--- config.mk ---
export PLATFORM = sky130hd
export DESIGN_NAME = control_entrada_teclado
export DESIGN_NICKNAME = d
export VERILOG_FILES = /design/src/rtl/control_entrada_teclado.sv
export SDC_FILE = /design/constraint.sdc
export NUM_CORES = 1
export LEC_CHECK = 0
export ABC_AREA = 1
export CAP_MARGIN = 20
export CORE_MARGIN = 2
export CORE_UTILIZATION = 35
export DETAILED_ROUTE_END_ITERATION = 8
export GPL_TIMING_DRIVEN = 0
export MAX_ROUTING_LAYER = met4
export PLACE_DENSITY = 0.58
export SYNTH_ARGS = -nofsm -noshare
export SYNTH_HDL_FRONTEND = slang
export SYNTH_SLANG_ARGS = --single-unit
--- constraint.sdc ---
create_clock -name clk -period 4.9 [get_ports clk]
set_clock_uncertainty 0.1 [all_clocks]
set_input_delay 0.98 -clock clk [delete_from_list [all_inputs] [get_ports clk]]
set_output_delay 0.98 -clock clk [all_outputs]
set_load 0.005 [all_outputs]
--- src/rtl/control_entrada_teclado.sv ---
// Keypad entry sequencer: builds {op_a, op_b, op_sel} from decoded keys and offers it downstream.
// Latency: key effect visible one clk after the key_valid cycle; command valid one clk after E.
// Backpressure: op_valid is held with stable operands until op_ready; keys arriving meanwhile are dropped.
module control_entrada_teclado #(
    parameter int MAX_DIGITS = 3,
    parameter int W          = 12
) (
    input  logic         clk,
    input  logic         rst_n,
    input  logic [3:0]   key_value,
    input  logic         key_valid,
    output logic [W-1:0] op_a,
    output logic [W-1:0] op_b,
    output logic         op_sel,
    output logic         op_valid,
    input  logic         op_ready,
    output logic [W-1:0] disp_value,
    output logic [1:0]   digit_cnt,
    output logic [1:0]   state_o
);

    typedef enum logic [1:0] {
        ENT_A = 2'd0,
        ENT_B = 2'd1,
        SEND  = 2'd2
    } state_t;

    localparam logic [1:0] CNT_MAX = 2'(MAX_DIGITS);

    localparam logic [3:0] KEY_ADD   = 4'hA;
    localparam logic [3:0] KEY_SUB   = 4'hB;
    localparam logic [3:0] KEY_CLR   = 4'hC;
    localparam logic [3:0] KEY_ENTER = 4'hE;

    state_t       state;
    state_t       state_nxt;
    logic [W-1:0] op_a_nxt;
    logic [W-1:0] op_b_nxt;
    logic         op_sel_nxt;
    logic         op_valid_nxt;
    logic [1:0]   digit_cnt_nxt;

    logic         is_digit;
    logic         is_op;
    logic         is_clr;
    logic         is_ent;
    logic         digit_ok;
    logic [W-1:0] acc_cur;
    logic [W-1:0] acc_mul;

    // Key classification; D and F fall into no class and are ignored.
    always_comb begin
        is_digit = key_valid && (key_value <= 4'd9);
        is_op    = key_valid && ((key_value == KEY_ADD) || (key_value == KEY_SUB));
        is_clr   = key_valid && (key_value == KEY_CLR);
        is_ent   = key_valid && (key_value == KEY_ENTER);
        digit_ok = is_digit && (digit_cnt != CNT_MAX);
    end

    // Decimal shift-in of the operand being typed: acc*10 + digit, truncated to W bits.
    always_comb begin
        acc_cur = (state == ENT_A) ? op_a : op_b;
        acc_mul = (acc_cur << 3) + (acc_cur << 1) + {{(W-4){1'b0}}, key_value};
    end

    // Next-state and next-operand logic; hold everything unless a key or transfer says otherwise.
    always_comb begin
        state_nxt     = state;
        op_a_nxt      = op_a;
        op_b_nxt      = op_b;
        op_sel_nxt    = op_sel;
        op_valid_nxt  = op_valid;
        digit_cnt_nxt = digit_cnt;

        case (state)
            ENT_A: begin
                if (is_clr) begin
                    op_a_nxt      = '0;
                    op_b_nxt      = '0;
                    op_sel_nxt    = 1'b0;
                    digit_cnt_nxt = 2'd0;
                end else if (digit_ok) begin
                    op_a_nxt      = acc_mul;
                    digit_cnt_nxt = digit_cnt + 2'd1;
                end else if (is_op) begin
                    op_sel_nxt    = (key_value == KEY_SUB);
                    digit_cnt_nxt = 2'd0;
                    state_nxt     = ENT_B;
                end
            end

            ENT_B: begin
                if (is_clr) begin
                    op_a_nxt      = '0;
                    op_b_nxt      = '0;
                    op_sel_nxt    = 1'b0;
                    digit_cnt_nxt = 2'd0;
                    state_nxt     = ENT_A;
                end else if (digit_ok) begin
                    op_b_nxt      = acc_mul;
                    digit_cnt_nxt = digit_cnt + 2'd1;
                end else if (is_op && (digit_cnt == 2'd0)) begin
                    // Operator may be changed until the first B digit is typed.
                    op_sel_nxt    = (key_value == KEY_SUB);
                end else if (is_ent) begin
                    op_valid_nxt  = 1'b1;
                    state_nxt     = SEND;
                end
            end

            SEND: begin
                // Keys here are dropped, including one coinciding with the transfer edge.
                if (op_ready) begin
                    op_a_nxt      = '0;
                    op_b_nxt      = '0;
                    op_sel_nxt    = 1'b0;
                    op_valid_nxt  = 1'b0;
                    digit_cnt_nxt = 2'd0;
                    state_nxt     = ENT_A;
                end
            end

            default: begin
                op_a_nxt      = '0;
                op_b_nxt      = '0;
                op_sel_nxt    = 1'b0;
                op_valid_nxt  = 1'b0;
                digit_cnt_nxt = 2'd0;
                state_nxt     = ENT_A;
            end
        endcase
    end

    // State and operand registers; async reset drops any pending command.
    always_ff @(posedge clk or negedge rst_n) begin
        if (!rst_n) begin
            state     <= ENT_A;
            op_a      <= '0;
            op_b      <= '0;
            op_sel    <= 1'b0;
            op_valid  <= 1'b0;
            digit_cnt <= 2'd0;
        end else begin
            state     <= state_nxt;
            op_a      <= op_a_nxt;
            op_b      <= op_b_nxt;
            op_sel    <= op_sel_nxt;
            op_valid  <= op_valid_nxt;
            digit_cnt <= digit_cnt_nxt;
        end
    end

    // Display follows the operand being typed; B stays shown while the command waits.
    always_comb begin
        disp_value = (state == ENT_A) ? op_a : op_b;
        state_o    = state;
    end

endmodule

==> flow_summary.toml <==
[min_path]
holdPathStages = 2
hp-class = "reg -> reg"

[critical_path]
critPathKind = "reg -> out"
rr_endpoint = "op_b[8]"
r2r-start = "state_o[1]"
cp-end-kind = "output port"
worstPathMaxFanout = 10
crit_chain = "inv_2, nand2_1, buf_4, clkbuf_1, o21ai_0, clkdlybuf4s50_1"
crit_end = "disp_value[2]"
rr_worst_depth = 14
rrSetupSlack_ns = 1.16
critPathLaunch = "state_o[1]"
start_kind = "register"
cp_slowest_cell = "clkdlybuf4s50_1"
crit_required_ns = 3.82
cp_slowest_stage_delay_ns = 0.61
worstPathArrival_ns = 2.69

[place]
preCtsSetupSlack_ns = 1.186
dp_cells = 411
gp_congestion = 0.8611
portBuffers = 49
dp.final_hpwl_um = 4531

[clock_tree]
post_cts_buffers = 0
insertion_delay_ns = 0.29
cts_sinks = 30
hold_buffers = 0
cts_buffers = 5
clk_pin_slew_ns = 0.08
cts_tree = "yes"
clockBufferDepth = 2
htreeDepth = 2
postCtsResizedCells = 0
clockRootBuffer = "clkbuf_8"

[yosys]
ys_ff_latch = 30
ys.flop_type = "dfrtp_1"
async_flop_share_pct = 100.0
synth_cell_type_count = 28
syn_nets = 317
synth_top_area_share_pct = 35.71
ys_seq_area_share_pct = 35.71
postSynthCellCount = 287
synthTopCellsByArea = "dfrtp_1 (36%), nand2_1 (18%), ha_1 (12%)"
yosysTopAreaCell = "dfrtp_1"
synth_edf_count = 0
syn-cell-area_um2 = 2102
ys_warn_count = 0
syn_area_per_cell_um2 = 7.324

[power]
finalPower_w = 0.001732
ir_drop_mv = 0.2535
power_density_nw_per_um2 = 623.7
leakagePower_nw = 1.409

[timing]
tightest_slew_ns = 0.6928
period_share_pct = 76.95
hold_viol = 0
slew_viol_final = 0
relSlewSlack_pct = 53.81
setup_viol = 0
tns_ns = 0
timing.final.ws_setup_ns = 1.129
clock.fmax_ghz = 0.2652
period_needed_ns = 3.771
rsz0062_at_grt = "false"

[global_route]
grt_pass1_wl_um = 9418
grt_max_degree = 31
overflow = 0
grt_pass1_vias = 1984
antenna_found_initial = 0
grt_use_total_pct = 19.51

[die]
start_util_pct = 35.93
chipHeight_um = 81.50
core-area_um2 = 5851
die_x_um = 81.50
io-pin-count = 50
die_area_um2 = 6641
num_rows = 28

[final_layout]
final_cells = 419
final_nets = 373
final_util_pct = 47.46
drive_gt1_share_pct = 6.686
antenna_cells = 0
syn_to_final_growth_pct = 32.08

[drt]
drcViolationCount = 0
ant_nets = 0
routed_via_density = 4.909
detail_route.iter0.violations = 70
drt-pass1-iter-count = 4
drt_wl_total_um = 5834
wire_per_inst_um = 13.92
vias = 2057

[flow_run]
max-cap-violations = 0

[status]
status = "finished, final reports clean"
## registers in the layout, indices dropped and copies added (netlist names)
| name | count |
|---|---|
| op_a | 12 |
| op_b | 12 |
| digit_cnt | 2 |
| state_o | 2 |
| op_sel | 1 |
| op_valid | 1 |
## cells in the mapped netlist, types with 2 or more instances
cell type    n
nand4_1      4
nor2_1      14
o22ai_1      3
ha_1        20
nand3b_1     5
nand3_1     17
dfrtp_1     30
nand2_2      4
nand2_1    101
o21ai_2      2
inv_2        2
fa_1         2
inv_1       32
a21oi_1      9
a31oi_1      2
o21ai_0     27
nor3_2       2
## layer usage
metal	part of all wire, %	track usage, %	wire (µm)	up-vias
li1	-	-	-	1057
met1	49	25.59	2870	924
met2	43	29.67	2534	61
met3	4.6	3.626	271	15
met4	2.7	8.136	157	0
met5	0	-	0	-
## per-stage QoR
stage	hold slack, ns	area (µm²)
2_1_floorplan	0.3855	2102
3_3_place_gp	0.3879	2686
3_5_place_dp	0.3859	2681
4_1_cts	0.4043	2776
5_1_grt	0.4249	2776
6_report	0.3983	2776
## worst max-delay path: cells and delay by family (launching register included)
kind | cells | cell delay (ns)
compound gates | 1 | 0.55
simple gates | 1 | 0.16
flops | 1 | 0.46
buf+inv | 4 | 1.23
## worst min-delay path by stage
stage,endpoint,from,slack (ns)
after global routing,op_b[6],op_b[6],0.42
after global placement,op_b[6],op_b[6],0.39
after floorplan,op_b[1],op_b[1],0.39
after CTS,op_b[6],op_b[6],0.40
after detailed placement,op_b[6],op_b[6],0.39
final,op_b[6],op_b[6],0.40
## report_power, final
part           leakage, nW  switching [W]  internal [W]
Combinational        0.966       0.000573      0.000512
Sequential           0.396      0.0000796      0.000347
Clock               0.0472       0.000108      0.000113
## cell families (layout without fill, tap and decap cells)
kind of cell    after synthesis  count (layout)  share of synthesized area [%]
simple gates                150             150                          30.77
compound gates               47              47                          12.38
buf+inv                      38              95                          7.322
flops                        30              30                          35.71
fa+ha+maj                    22              22                          13.81
## layout by cell type, fill, tap and decap left out
master	n
o21ai_0	27
nand4_1	4
clkbuf_8	6
a32oi_1	1
nor3_2	2
buf_2	1
a21oi_1	9
nand2_1	101
nor2_1	14
clkinv_2	1
o21ai_2	2
nand3_1	17
buf_1	1
a31oi_1	2
o31ai_1	1
o21bai_1	1
fa_1	2
nor2_4	1
dfrtp_1	30
o21a_1	1
clkbuf_1	1
nand2_2	4
ha_1	20
clkinvlp_4	1
inv_1	32
clkdlybuf4s50_1	48
buf_4	1
buf_6	1
nor2_2	1
nor3_1	1
o22ai_1	3
nand3b_1	5
inv_2	2
## cell type report
cell class	instances	area, µm²
fillers	581	3074
multi-input cells	219	1197
flip-flops and latches	30	750.7
repair buffers	49	485.5
inverters	34	127.6
well taps	75	93.84
clock buffers	6	82.58
plain buffers	4	26.28
clock inverters	2	12.51
Power figures use the tool's default switching activity.
